### src/rtl/rc5_dec_16bit_if.sv
`default_nettype none
// ============================================================================
// Module   : rc5_dec_16bit_if
// Brief    : Start/done handshake and data bus for the 16-bit RC5 decryptor.
// Revision : 1.0 - initial release
// ============================================================================
interface rc5_dec_16bit_if;
   logic        dec_start;
   logic [15:0] c;
   logic [15:0] p;
   logic        dec_done;
   logic        busy;

   modport master (
      output dec_start,
      output c,
      input  p,
      input  dec_done,
      input  busy
   );

   modport slave (
      input  dec_start,
      input  c,
      output p,
      output dec_done,
      output busy
   );
endinterface
`default_nettype wire

### src/rtl/rc5_dec_16bit.sv
`default_nettype none
// ============================================================================
// Module   : rc5_dec_16bit
// Brief    : One-round 16-bit RC5 decryptor (8-bit halves, 4-entry S table)
//            with a start/done handshake; inverse of the paired encryptor.
// Revision : 1.0 - initial release
// ============================================================================
module rc5_dec_16bit #(
   parameter logic [7:0] S0 = 8'h20,
   parameter logic [7:0] S1 = 8'h10,
   parameter logic [7:0] S2 = 8'hFF,
   parameter logic [7:0] S3 = 8'hFF
) (
   input  wire            clock,
   input  wire            reset,
   rc5_dec_16bit_if.slave bus
);

   typedef enum logic [2:0] {
      IDLE = 3'd0,
      UNB  = 3'd1,
      UNA  = 3'd2,
      UNW  = 3'd3,
      DONE = 3'd4
   } state_t;

   state_t      r_state;
   state_t      w_state_nxt;
   logic [7:0]  r_a;
   logic [7:0]  r_b;
   logic [7:0]  w_a_nxt;
   logic [7:0]  w_b_nxt;
   logic [15:0] r_p;
   logic [15:0] w_p_nxt;
   logic        r_done;
   logic        w_done_nxt;
   logic        r_busy;
   logic        w_busy_nxt;

   // True 8-bit rotate: a zero amount returns x untouched.
   function automatic logic [7:0] ror8(input logic [7:0] x, input logic [2:0] n);
      logic [15:0] w_dbl;
      w_dbl = {x, x} >> n;
      return w_dbl[7:0];
   endfunction

   always_ff @(posedge clock or negedge reset) begin
      if (!reset) begin
         r_state <= IDLE;
      end else begin
         r_state <= w_state_nxt;
      end
   end

   always_ff @(posedge clock or negedge reset) begin
      if (!reset) begin
         r_a    <= 8'h00;
         r_b    <= 8'h00;
         r_p    <= 16'h0000;
         r_done <= 1'b0;
         r_busy <= 1'b0;
      end else begin
         r_a    <= w_a_nxt;
         r_b    <= w_b_nxt;
         r_p    <= w_p_nxt;
         r_done <= w_done_nxt;
         r_busy <= w_busy_nxt;
      end
   end

   always_comb begin
      w_state_nxt = r_state;
      w_a_nxt     = r_a;
      w_b_nxt     = r_b;
      w_p_nxt     = r_p;
      w_done_nxt  = r_done;
      w_busy_nxt  = r_busy;
      case (r_state)
         IDLE: begin
            if (bus.dec_start) begin
               w_a_nxt     = bus.c[15:8];
               w_b_nxt     = bus.c[7:0];
               w_busy_nxt  = 1'b1;
               w_done_nxt  = 1'b0;
               w_state_nxt = UNB;
            end
         end
         UNB: begin
            w_b_nxt     = ror8(r_b - S3, r_a[2:0]) ^ r_a;
            w_state_nxt = UNA;
         end
         UNA: begin
            // B already holds its un-rounded value from UNB.
            w_a_nxt     = ror8(r_a - S2, r_b[2:0]) ^ r_b;
            w_state_nxt = UNW;
         end
         UNW: begin
            w_p_nxt     = {r_a - S0, r_b - S1};
            w_done_nxt  = 1'b1;
            w_busy_nxt  = 1'b0;
            w_state_nxt = DONE;
         end
         DONE: begin
            // A held-high start must be released before the next word.
            if (!bus.dec_start) begin
               w_done_nxt  = 1'b0;
               w_state_nxt = IDLE;
            end
         end
         default: begin
            w_state_nxt = IDLE;
         end
      endcase
   end

   assign bus.p        = r_p;
   assign bus.dec_done = r_done;
   assign bus.busy     = r_busy;

endmodule
`default_nettype wire

### src/flat_wrapper.sv
// flat-port wrapper written by rule: the top's interface ports become plain ports
module rc5_dec_16bit_flat 
#(
   parameter logic [7:0] S0 = 8'h20,
   parameter logic [7:0] S1 = 8'h10,
   parameter logic [7:0] S2 = 8'hFF,
   parameter logic [7:0] S3 = 8'hFF
)
  (clock, reset, bus_dec_start, bus_c, bus_p, bus_dec_done, bus_busy);
  rc5_dec_16bit_if bus_i ();
  input  wire clock;
  input  wire reset;
  input wire logic [$bits(bus_i.dec_start)-1:0] bus_dec_start;
  input wire logic [$bits(bus_i.c)-1:0] bus_c;
  output wire logic [$bits(bus_i.p)-1:0] bus_p;
  output wire logic [$bits(bus_i.dec_done)-1:0] bus_dec_done;
  output wire logic [$bits(bus_i.busy)-1:0] bus_busy;
  assign bus_i.dec_start = bus_dec_start;
  assign bus_i.c = bus_c;
  assign bus_p = bus_i.p;
  assign bus_dec_done = bus_i.dec_done;
  assign bus_busy = bus_i.busy;
  rc5_dec_16bit #(.S0(S0), .S1(S1), .S2(S2), .S3(S3)) u_core (.clock(clock), .reset(reset), .bus(bus_i));
endmodule
### config.mk
export PLATFORM = sky130hd
export DESIGN_NAME = rc5_dec_16bit_flat
export DESIGN_NICKNAME = d
export VERILOG_FILES = /design/src/rtl/rc5_dec_16bit_if.sv /design/src/rtl/rc5_dec_16bit.sv /design/src/flat_wrapper.sv
export SDC_FILE = /design/constraint.sdc
export NUM_CORES = 1
export LEC_CHECK = 0
export ABC_AREA = 0
export CORE_MARGIN = 2
export CORE_UTILIZATION = 55
export DETAILED_ROUTE_END_ITERATION = 6
export PLACE_DENSITY_LB_ADDON = 0.25
export SYNTH_ARGS = -nofsm -noshare
export SYNTH_HDL_FRONTEND = slang
export SYNTH_SLANG_ARGS = --single-unit
### constraint.sdc
create_clock -name clock -period 2.6 [get_ports clock]
set_input_delay 0.26 -clock clock [delete_from_list [all_inputs] [get_ports clock]]
set_output_delay 0.26 -clock clock [all_outputs]
set_load 0.01 [all_outputs]
# [After elaboration in Yosys (flattened, before gate mapping)]
# Cells that the tools add are included.
[classes] n_addsub=4 mul=0 n_div=0 magnitude_cmp=0 n_eq_ne=6 n_shift=2 mux=12 bitwise_logic=2 n_reduce_logical=10
[ops] cell="one-hot mux 8 bit (2 select lines)" n=2
[ops] cell="right shift 16 x 3 -> 8 bit" n=2
[ops] cell="two-way mux 8 bit" n=2
[ops] cell="subtractor 8 bit (second input constant)" n=2
[ops] cell="bitwise XOR 8 bit" n=2
[ops] cell="one-hot mux 3 bit (5 select lines)" n=1
[ops] cell="AND reduction 2 bit" n=4
[ops] cell="subtractor 8 x 5 -> 8 bit (second input constant)" n=1
[ops] cell="subtractor 8 x 6 -> 8 bit (second input constant)" n=1
[ops] cell="== test 3 x 2 -> 1 bit (second input constant)" n=2
[ops] cell="two-way mux 3 bit" n=2
[ops] cell="nonzero test 2 bit" n=3
[ops] cell="!= test 2 bit (second input constant)" n=2
[ops] cell="== test 3 x 1 -> 1 bit (second input constant)" n=1
[ops] cell="== test 3 bit (second input constant)" n=1
[ops] cell="logical NOT 3 bit" n=1
[ops] cell="two-way mux 1 bit" n=3
[ops] cell="one-hot mux 1 bit (3 select lines)" n=1
[ops] cell="AND reduction 3 bit" n=1
[ops] cell="nonzero test 3 bit" n=1
[ops] cell="one-hot mux 1 bit (2 select lines)" n=1
[totals] ff_bits=37 latchBits=0 ramBits=0 mem_bits_ro=0 input_bits=19 mem_count=0

# [Logic depth before layout (Yosys ltp)]
[logic_depth] depth_word=4 mapped_depth=9 depth_no_buf=8

# [Worst setup path before layout]
# OpenSTA, ideal clock, no wires.
[synth_timing] path_type="register -> register" from="register u_core.r_b[0]" to="register u_core.r_a[7]" setup_ns=0.137 t_arrival_ns=1.866 required_ns=2.463 setup_slack_ns=0.598 stages_incl_launch_ff=8 period_less_slack_ns=2.002 path_cell_list="dfrtp_1 -> buf_2 -> inv_1 -> clkbuf_1 -> mux4_2 -> mux2i_1 -> xnor2_1 -> a21oi_1"
[synth_via] elab_chain_len=3
[synth_rtl] item="start, declared" line="rc5_dec_16bit.sv:30" rtl="logic [7:0] r_b;"
[synth_rtl] item="start signal, assigned" line="rc5_dec_16bit.sv:64" rtl="r_b <= w_b_nxt;"
[synth_rtl] item="right shift 16 x 3 -> 8 bit" line="rc5_dec_16bit.sv:43" rtl="w_dbl = {x, x} >> n;"
[synth_rtl] item="bitwise XOR 8 bit" line="rc5_dec_16bit.sv:94" rtl="w_a_nxt = ror8(r_a - S2, r_b[2:0]) ^ r_b;"
[synth_rtl] item="one-hot mux 8 bit (2 select lines)" line="rc5_dec_16bit.sv:78" rtl="case (r_state)"
[synth_rtl] item="end signal, assigned" line="rc5_dec_16bit.sv:63" rtl="r_a <= w_a_nxt;"
[synth_rtl] item="end, declared" line="rc5_dec_16bit.sv:29" rtl="logic [7:0] r_a;"
# No other way between the ends.
# A chain may end at the register's enable or synchronous reset.

# [Worst setup path in the final report]
[layout_timing] from="register u_core.r_a[0]" to="register u_core.r_a[0]"
[layout_via] elab_chain_len=4
[layout_rtl] item="subtractor 8 bit" line="rc5_dec_16bit.sv:94"
[layout_rtl] item="right shift 16 x 3 -> 8 bit" line="rc5_dec_16bit.sv:43"
[layout_rtl] item="bitwise XOR 8 bit" line="rc5_dec_16bit.sv:94"
[layout_rtl] item="one-hot mux 8 bit (2 select lines)" line="rc5_dec_16bit.sv:78"
# No other way between the ends.

==> flow_summary.yaml <==
drt:
  via_per_inst: 5.93
  antenna_left: 0
  dr.first_iter.drc_count: 207
  wl_per_cell_um: 17.0
  firstDrtPassIters: 4
  wl_mm: 6.81
  post-route-drc-count: 0
  num_vias: 2370
timing:
  rsz0062_at_grt: "no"
  min_period_ps: 2290
  finClkSkew_ps: 8.88
  setup_viol: 0
  period_share_pct: 88.0
  relSlewSlack_pct: 41.1
  whs_ps: 78.0
  report.final.slew_viol_count: 0
  fin_tns_setup_ps: 0
  fmaxAchievable_mhz: 437
  tightest_slew_ps: 884
  hold_viol: 0
power_and_ir_drop:
  power_mw: 5.47
  p_sw_share_pct: 44.6
  p_switching_mw: 2.44
  peakVddDrop_mv: 0.850
  combPwrFrac_pct: 66.4
  seqPwrFrac_pct: 22.3
  pwr-share-clk_pct: 11.2
  power.internal_mw: 3.03
  leakage_nw: 1.35
  pwr_density_cell_nw_per_um2: 1660
cts:
  cts_inserted_buffers: 5
  cts_sinks: 37
  ctsResizeCount: 0
  clk_transition_reported_paths_ps: 80
  ctsRootBufferMaster: "clkbuf_8"
  cts_max_path_buffers: 2
  cts_tree: "done"
  cts_max_level: 2
  insertion_delay_ps: 300
  post-cts-setup-buffer-count: 0
  cts_hold_buf: 0
global_route:
  gr-usage-all-layers_pct: 27.4
  grt_first_pass_wirelength_mm: 11.4
  grt_start_max_net_pins: 38
  use_met2_pct: 42.7
  grt_use_met1_pct: 39.3
  grt_overflow: 0
  grt_pass1_vias: 2249
  top_usage_layer: "met2"
  antenna_found_initial: 0
  met3_usage_pct: 3.25
finish:
  postLayoutCoreUtil_pct: 69.9
  n_antenna_cell: 0
  regArea_um2: 926
  final_net_count: 357
  synthToLayoutAreaGrowth_pct: 22.2
  multiInputGateArea_um2: 1640
  drive_gt1_share_pct: 15.3
  fin_cells: 400
  nFillCells: 404
yosys:
  ys_warn_count: 0
  synth_area_leader_cell: "dfrtp_1"
  synth-seq-cells: 37
  synth_area_um2: 2700
  synth_nets: 323
  netlist_instances: 298
  ys.flop_type: "dfrtp_1"
  async_reset_ff_share_pct: 100
  ys_types: 48
  synth-edff-count: 0
  ys_seq_area_share_pct: 34.3
  yosysTopAreaCellShare_pct: 34.3
  synthTopCellsByArea: "dfrtp_1 (34%), mux4_2 (5.8%), xnor2_1 (5.5%), mux2i_1 (4.8%), nand2_1 (4.3%)"
  syn_avg_cell_area_um2: 9.06
place:
  hpwlAfterDp_mm: 4.98
  place_congestion: 0.950
  port_buffers: 36
  dp.cells: 392
floorplan:
  dieArea_um2: 5490
  start_util_pct: 57.2
  coreArea_um2: 4720
  die_w_um: 74.1
  io-pin-count: 37
  rows: 25
  fp.dieH_um: 74.1
worst_setup_path:
  cp.arrival_ps: 2500
  crit_path_end_kind: "register"
  cp.required_ps: 2810
  path_class: "register to register"
  crit_path_max_fanout: 7
  cp-start-kind: "register"
outcome:
  status: "finished clean"
job:
  maxCapViolCount: 0
hold_path:
  worst_hold_path_type: "input port to asynchronous set/reset pin"
-- sequential cells by signal (all words and copies together) (netlist names) --
signal / cells
u_core.bus.dec_done: 1
u_core.bus.busy: 1
u_core.r_state: 3
u_core.r_a: 8
u_core.r_b: 8
u_core.bus.p: 16
-- cells in the mapped netlist, types with 5 or more instances --
master and n:
nor2b_1 10, mux2_2 9, mux4_2 7, nor2_1 17, xor2_1 6, o21ai_0 21
xnor2_1 17, ha_1 6, mux2i_1 13, a21oi_1 19, a31oi_1 5, a211oi_1 14
inv_1 9, buf_2 10, nand3_1 8, nand2_1 31, dfrtp_1 37, clkbuf_1 12
-- routing by layer --
layer  wire (um)  part of all wire (%)  vias to the layer above
met2        3200                    47                       91
met4         187                   2.7                        0
li1            -                     -                     1132
met5           0                     0                        -
met1        3000                    44                     1133
met3         419                   6.2                       14
-- cell type report --
class,count,area share (%)
clock inverter,3,2.08
multi-input combinational,225,49.6
timing repair buffer,52,14.4
inverter,11,1.25
tap,67,2.54
clock buffer,5,2.08
sequential,37,28.1
-- worst max-delay path, cell delays in order (launching register included) --
cell and delay (ps):
dfrtp_1 460, ha_1 270, nand2_1 120, nor2_4 50, xnor2_1 330, mux2i_1 160, mux4_2 490, xnor2_1 130
a21boi_0 190
-- cells in the final DEF, fill, tap and decap left out, drive strengths merged, types with 2 or more instances in the layout --
cell,count
bufinv,2
nand3,9
nor2,19
ha,6
o21ai,22
a31oi,5
a31o,2
clkdlybuf4s50,35
o31ai,2
a21o,2
o211ai,3
a32o,2
a211oi,14
dfrtp,37
o311a,2
mux4,7
nand2,31
a21oi,19
xnor2,17
or3,3
buf,17
mux2i,13
clkbuf,5
xor2,6
nand4b,2
mux2,9
inv,11
nor2b,10
a22oi,2
nor3,3
and2,3
nand2b,2
-- cell families (layout without fill, tap and decap cells) --
logic type,count (synthesis),after routing,synth area share [%]
buf+inv,36,71,5.47
compound gates,80,80,19.2
mux,29,29,14.4
simple gates,87,87,16.4
xor+xnor,23,23,7.46
fa+ha+maj,6,6,2.78
flops,37,37,34.3
-- power by group through the flow --
stage	sequential (mW)	clock [mW]	combinational, mW
2_1_floorplan	1.15	0	2.64
4_1_cts	1.22	0.621	3.62
5_1_grt	1.27	0.638	4.02
3_5_place_dp	1.23	0	3.59
3_3_place_gp	1.22	0	3.51
6_report	1.22	0.613	3.63
-- stage by stage --
step	area, um^2	worst slack (ps)
2_1_floorplan	2700	598
3_3_place_gp	3160	439
3_5_place_dp	3160	368
4_1_cts	3300	344
5_1_grt	3300	184
6_report	3300	313
-- path summary, 6_finish.rpt --
path | endpoint | cells past startpoint | from | slack (ps)
max in group asynchronous | u_core.bus.p[2]$_DFFE_PN0P_ | 1 | reset | 1970
min in group clock | u_core.bus.p[7]$_DFFE_PN0P_ | 2 | u_core.bus.p[7]$_DFFE_PN0P_ | 480
min reg2reg | u_core.bus.p[7]$_DFFE_PN0P_ | 2 | u_core.bus.p[7]$_DFFE_PN0P_ | 480
max reg2reg | u_core.r_a[0]$_DFFE_PN0P_ | 8 | u_core.r_a[0]$_DFFE_PN0P_ | 310
min | u_core.r_b[0]$_DFFE_PN0P_ | 1 | reset | 80
max | u_core.r_a[0]$_DFFE_PN0P_ | 8 | u_core.r_a[0]$_DFFE_PN0P_ | 310
(Power assumes the default switching activity.)
